--- src/rtl/vga_scan_controller.sv ---
// Raster timing generator: divides Clk to the pixel rate and produces scan
// coordinates, active-low syncs, blank and a once-per-frame pulse.
module vga_scan_controller #(
  parameter int H_VISIBLE = 640,
  parameter int H_FP      = 16,
  parameter int H_SYNC    = 96,
  parameter int H_BP      = 48,
  parameter int V_VISIBLE = 480,
  parameter int V_FP      = 10,
  parameter int V_SYNC    = 2,
  parameter int V_BP      = 33,
  parameter int CLK_DIV   = 2
) (
  input  logic       Clk,
  input  logic       Reset_n,
  output logic       VGA_CLK,
  output logic       VGA_HS,
  output logic       VGA_VS,
  output logic       VGA_BLANK_N,
  output logic       VGA_SYNC_N,
  output logic [9:0] DrawX,
  output logic [9:0] DrawY,
  output logic       frame_start
);

  localparam int H_TOTAL = H_VISIBLE + H_FP + H_SYNC + H_BP;
  localparam int V_TOTAL = V_VISIBLE + V_FP + V_SYNC + V_BP;
  localparam int DIV_W   = (CLK_DIV > 1) ? $clog2(CLK_DIV) : 1;

  localparam logic [DIV_W-1:0] DIV_LAST = DIV_W'(CLK_DIV - 1);
  localparam logic [DIV_W-1:0] DIV_HALF = DIV_W'(CLK_DIV / 2);
  localparam logic [9:0] H_LAST   = 10'(H_TOTAL - 1);
  localparam logic [9:0] V_LAST   = 10'(V_TOTAL - 1);
  localparam logic [9:0] H_VIS    = 10'(H_VISIBLE);
  localparam logic [9:0] V_VIS    = 10'(V_VISIBLE);
  localparam logic [9:0] HS_START = 10'(H_VISIBLE + H_FP);
  localparam logic [9:0] HS_END   = 10'(H_VISIBLE + H_FP + H_SYNC);
  localparam logic [9:0] VS_START = 10'(V_VISIBLE + V_FP);
  localparam logic [9:0] VS_END   = 10'(V_VISIBLE + V_FP + V_SYNC);

  logic [DIV_W-1:0] div_q, div_d;
  logic [9:0]       x_q, x_d, y_q, y_d;
  logic             hs_q, hs_d, vs_q, vs_d, blank_n_q, blank_n_d;
  logic             frame_q, frame_d, vclk_q, vclk_d;
  logic             pix_ce;

  // Counters advance once per pixel; both wrap together at the frame corner.
  always_comb begin
    pix_ce = (div_q == DIV_LAST);
    div_d  = pix_ce ? '0 : div_q + 1'b1;
    x_d    = x_q;
    y_d    = y_q;
    if (pix_ce) begin
      if (x_q == H_LAST) begin
        x_d = '0;
        y_d = (y_q == V_LAST) ? '0 : y_q + 10'd1;
      end else begin
        x_d = x_q + 10'd1;
      end
    end
  end

  // Decodes look at next-state counters so every output flips on the same edge.
  always_comb begin
    hs_d      = !((x_d >= HS_START) && (x_d < HS_END));
    vs_d      = !((y_d >= VS_START) && (y_d < VS_END));
    blank_n_d = (x_d < H_VIS) && (y_d < V_VIS);
    frame_d   = pix_ce && (x_d == '0) && (y_d == '0);
  end

  generate
    if (CLK_DIV == 1) begin : g_div1
      assign vclk_d = 1'b1;
    end else begin : g_divn
      assign vclk_d = (div_d >= DIV_HALF);
    end
  endgenerate

  always_ff @(posedge Clk or negedge Reset_n) begin
    if (!Reset_n) begin
      div_q     <= '0;
      x_q       <= '0;
      y_q       <= '0;
      hs_q      <= 1'b1;
      vs_q      <= 1'b1;
      blank_n_q <= 1'b1;
      frame_q   <= 1'b0;
      vclk_q    <= 1'b0;
    end else begin
      div_q     <= div_d;
      x_q       <= x_d;
      y_q       <= y_d;
      hs_q      <= hs_d;
      vs_q      <= vs_d;
      blank_n_q <= blank_n_d;
      frame_q   <= frame_d;
      vclk_q    <= vclk_d;
    end
  end

  assign VGA_CLK     = vclk_q;
  assign VGA_HS      = hs_q;
  assign VGA_VS      = vs_q;
  assign VGA_BLANK_N = blank_n_q;
  assign VGA_SYNC_N  = 1'b0;
  assign DrawX       = x_q;
  assign DrawY       = y_q;
  assign frame_start = frame_q;

endmodule
--- config.mk ---
export PLATFORM = sky130hd
export DESIGN_NAME = vga_scan_controller
export DESIGN_NICKNAME = d
export VERILOG_FILES = /design/src/rtl/vga_scan_controller.sv
export SDC_FILE = /design/constraint.sdc
export NUM_CORES = 1
export LEC_CHECK = 0
export ABC_CLOCK_PERIOD_IN_PS = 2700
export CORE_MARGIN = 4
export CORE_UTILIZATION = 28
export CTS_BUF_LIST = sky130_fd_sc_hd__clkbuf_4 sky130_fd_sc_hd__clkbuf_8 sky130_fd_sc_hd__clkbuf_16
export CTS_CLUSTER_SIZE = 25
export DETAILED_ROUTE_END_ITERATION = 8
export GPL_TIMING_DRIVEN = 0
export HOLD_SLACK_MARGIN = 0.15
export PLACE_DENSITY_LB_ADDON = 0.1
export SLEW_MARGIN = 10
export SYNTH_ARGS = -nofsm -noshare
export SYNTH_HDL_FRONTEND = slang
export SYNTH_SLANG_ARGS = --single-unit
--- constraint.sdc ---
create_clock -name Clk -period 2.7 [get_ports Clk]
set_input_delay 0.81 -clock Clk [delete_from_list [all_inputs] [get_ports Clk]]
set_output_delay 0.81 -clock Clk [all_outputs]
set_load 0.03 [all_outputs]
==> flow_summary.ini <==
[critical_path]
cp-end-kind = register
cp-start-kind = register
critPathSlowestCell = nor4_2
critPathArrivalTime_ps = 2660
r2r_setup_slack_ps = 230
slowest_delay_ps = 560
cp_top_family = simple AND/OR/NAND/NOR gates
cp_max_fo = 6
path_cells = inv_1 -> ha_1 -> nand4b_1 -> nor4_2 -> o21a_1 -> a31oi_4 -> or4_1 -> nor4_2
path_buf_inv = 1
path_common_cell = nor4_2
crit_type = register to register
worstPathRequired_ps = 2880

[sta]
grt_setup_unrepaired = no
fin_crit_ps = 2470
worstMarginPinSlew_ps = 630
fmax_mhz = 405
setup-violations-final = 0
fin_crit_sh = 0.915
setup_tns_ps = 0
finalWorstSetupSlack_ps = 229
finClkSkew_ps = 7.15
hold_violations = 0
relSlewSlack = 0.576
maxSlewViolCount = 0

[global_route]
grt_usage = 0.123
grt_max_degree = 26
grt_pass1_wl_um = 6290
overflow = 0
grt_pass1_vias = 1242
antenna_found_initial = 0

[layout]
fillers = 531
antenna_cells = 0
syn2layout_area_growth_pct = 26.3
drive_gt1_frac = 0.162
seqCellArea_um2 = 629
stdcell_count = 243
multi_input_area_um2 = 778
layout_common_cells = clkdlybuf4s50_1 (25), dfrtp_1 (22), nand2_1 (12)
nets = 179
final_common_cell = clkdlybuf4s50_1

[detailed_routing]
via_count = 1206
post_drt_wl_per_cell_um = 15.0
drc = 0
postRouteAntennaNets = 0
post_drt_via_cell_ratio = 4.96
dr.pass1.iters = 4
drt-initial-drc-count = 71
totalWireLength_um = 3650

[min_path]
hold_path.class = input port to asynchronous set/reset pin

[placement]
gp_congestion = 0.798
dp_cells = 240
port_buffers = 26
dp_hpwl_um = 2630
dp_slack_ps = 81.9

[clocking]
cts_tree = done
cts-root-buf = clkbuf_8
clkSlewWorstSetupHoldPaths_ps = 100
cts_setup_buffers = 0
ctsHoldBuffers = 0
clock_latency_ps = 270
cts_buffers = 3
numClockSinks = 25
clk_path_buf_depth = 2
htreeDepth = 1

[yosys]
synth_fp_nets = 149
ys_ff_latch = 25
synth-edff-count = 0
ys_types = 51
synth_area_leaders = dfrtp_1 (37%), dfstp_2 (5.3%), xnor2_1 (4.8%), o21ai_0 (3.1%), nand2_1 (3.1%)
ys_warn_count = 0
ys_async_sr_fraction = 1.00
synth.avg_cell_area_um2 = 10.2
ys_seq_area_frac = 0.427
ys.flop_type = dfrtp_1
yosysTopAreaCellShare = 0.374
synth_area_leader_cell = dfrtp_1
syn_area_um2 = 1470
syn_inst = 144

[floorplan]
row_count = 26
start_util = 0.289
dieArea_um2 = 6490
die_y_um = 80.6
coreArea_um2 = 5110
die_w_um = 80.6
io_pins = 28

[outcome]
status = finished clean

[pwr]
power_leakage_nw = 0.834
peakVddDrop_mv = 0.173
power_per_cell_area_nw_per_um2 = 332

[job]
drv_cap = 0
[per-layer routing]
metal | track usage | up-vias | share of wire
met3 | 0.0269 | 2 | 0.031
met5 | 0 | - | 0
met2 | 0.192 | 25 | 0.45
li1 | - | 587 | -
met1 | 0.174 | 592 | 0.51
met4 | 0.0253 | 0 | 0.0052
[report_power, final]
group	switching (mW)	internal (mW)	total (mW)
clock	0.129	0.103	0.233
combinational	0.00940	0.00149	0.0109
sequential	0	0.374	0.374
[flip-flops by register name (all words and copies together) (netlist names)]
name	flops
VGA_VS	1
VGA_HS	1
div_q	1
VGA_BLANK_N	1
DrawY	10
frame_start	1
DrawX	10
[cells by family after synthesis]
logic type                 after synthesis  synth area share
muxes                                    2            0.0144
AOI/OAI and AO/OA                       24             0.117
other                                    1           0.00254
DFF                                     25             0.427
and+or+nand+nor                         64             0.295
adders and majority gates                3            0.0255
xor gates and xnor gates                12            0.0713
buffers and inverters                   13            0.0467
[cell usage after synthesis, types with 3 or more instances]
| cell type | count |
|---|---|
| nand3_1 | 5 |
| inv_1 | 7 |
| nor3_1 | 3 |
| xor2_1 | 4 |
| dfrtp_1 | 22 |
| nand2_1 | 12 |
| dfstp_2 | 3 |
| nor2_1 | 9 |
| o31ai_1 | 3 |
| buf_4 | 3 |
| o21ai_0 | 9 |
| nand4_1 | 5 |
| ha_1 | 3 |
| and3_1 | 4 |
| xnor2_1 | 8 |
[stage by stage]
step                 util  hold WS [ps]  instance area [µm²]  total power, mW
finish              0.365           524                 1860            0.618
global route        0.365           568                 1860            0.642
CTS                 0.366           602                 1870            0.625
detailed placement  0.357           587                 1820            0.394
global placement    0.357           592                 1820            0.394
floorplan               -           514                 1470            0.385
[area by class of cell]
class / count / share of cell area
Timing Repair Buffer: 26 / 0.137
Clock buffer: 3 / 0.0222
Multi-Input combinational cell: 106 / 0.418
Clock inverter: 1 / 0.00269
Inverter: 7 / 0.0141
Buffer: 5 / 0.0208
Sequential cell: 25 / 0.338
Tap cell: 70 / 0.0470
[final timing paths]
check,startpoint,endpoint,depth (start not counted)
min,Reset_n,DrawX[2]$_DFF_PN0_,1
min reg2reg,DrawY[8]$_DFF_PN0_,DrawY[8]$_DFF_PN0_,1
max in group asynchronous,Reset_n,DrawY[9]$_DFF_PN0_,1
max,DrawY[0]$_DFF_PN0_,frame_start$_DFF_PN0_,8
min in group Clk,DrawY[8]$_DFF_PN0_,DrawY[8]$_DFF_PN0_,1
max reg2reg,DrawY[0]$_DFF_PN0_,frame_start$_DFF_PN0_,8
[timing repair]
| action | in CTS | in global routing |
|---|---|---|
| hold endpoints to repair | 0 | 0 |
| resized for setup | 0 | 1 |
| setup endpoints to repair | 0 | 2 |
Note: power is estimated with default switching activity, not from simulation.
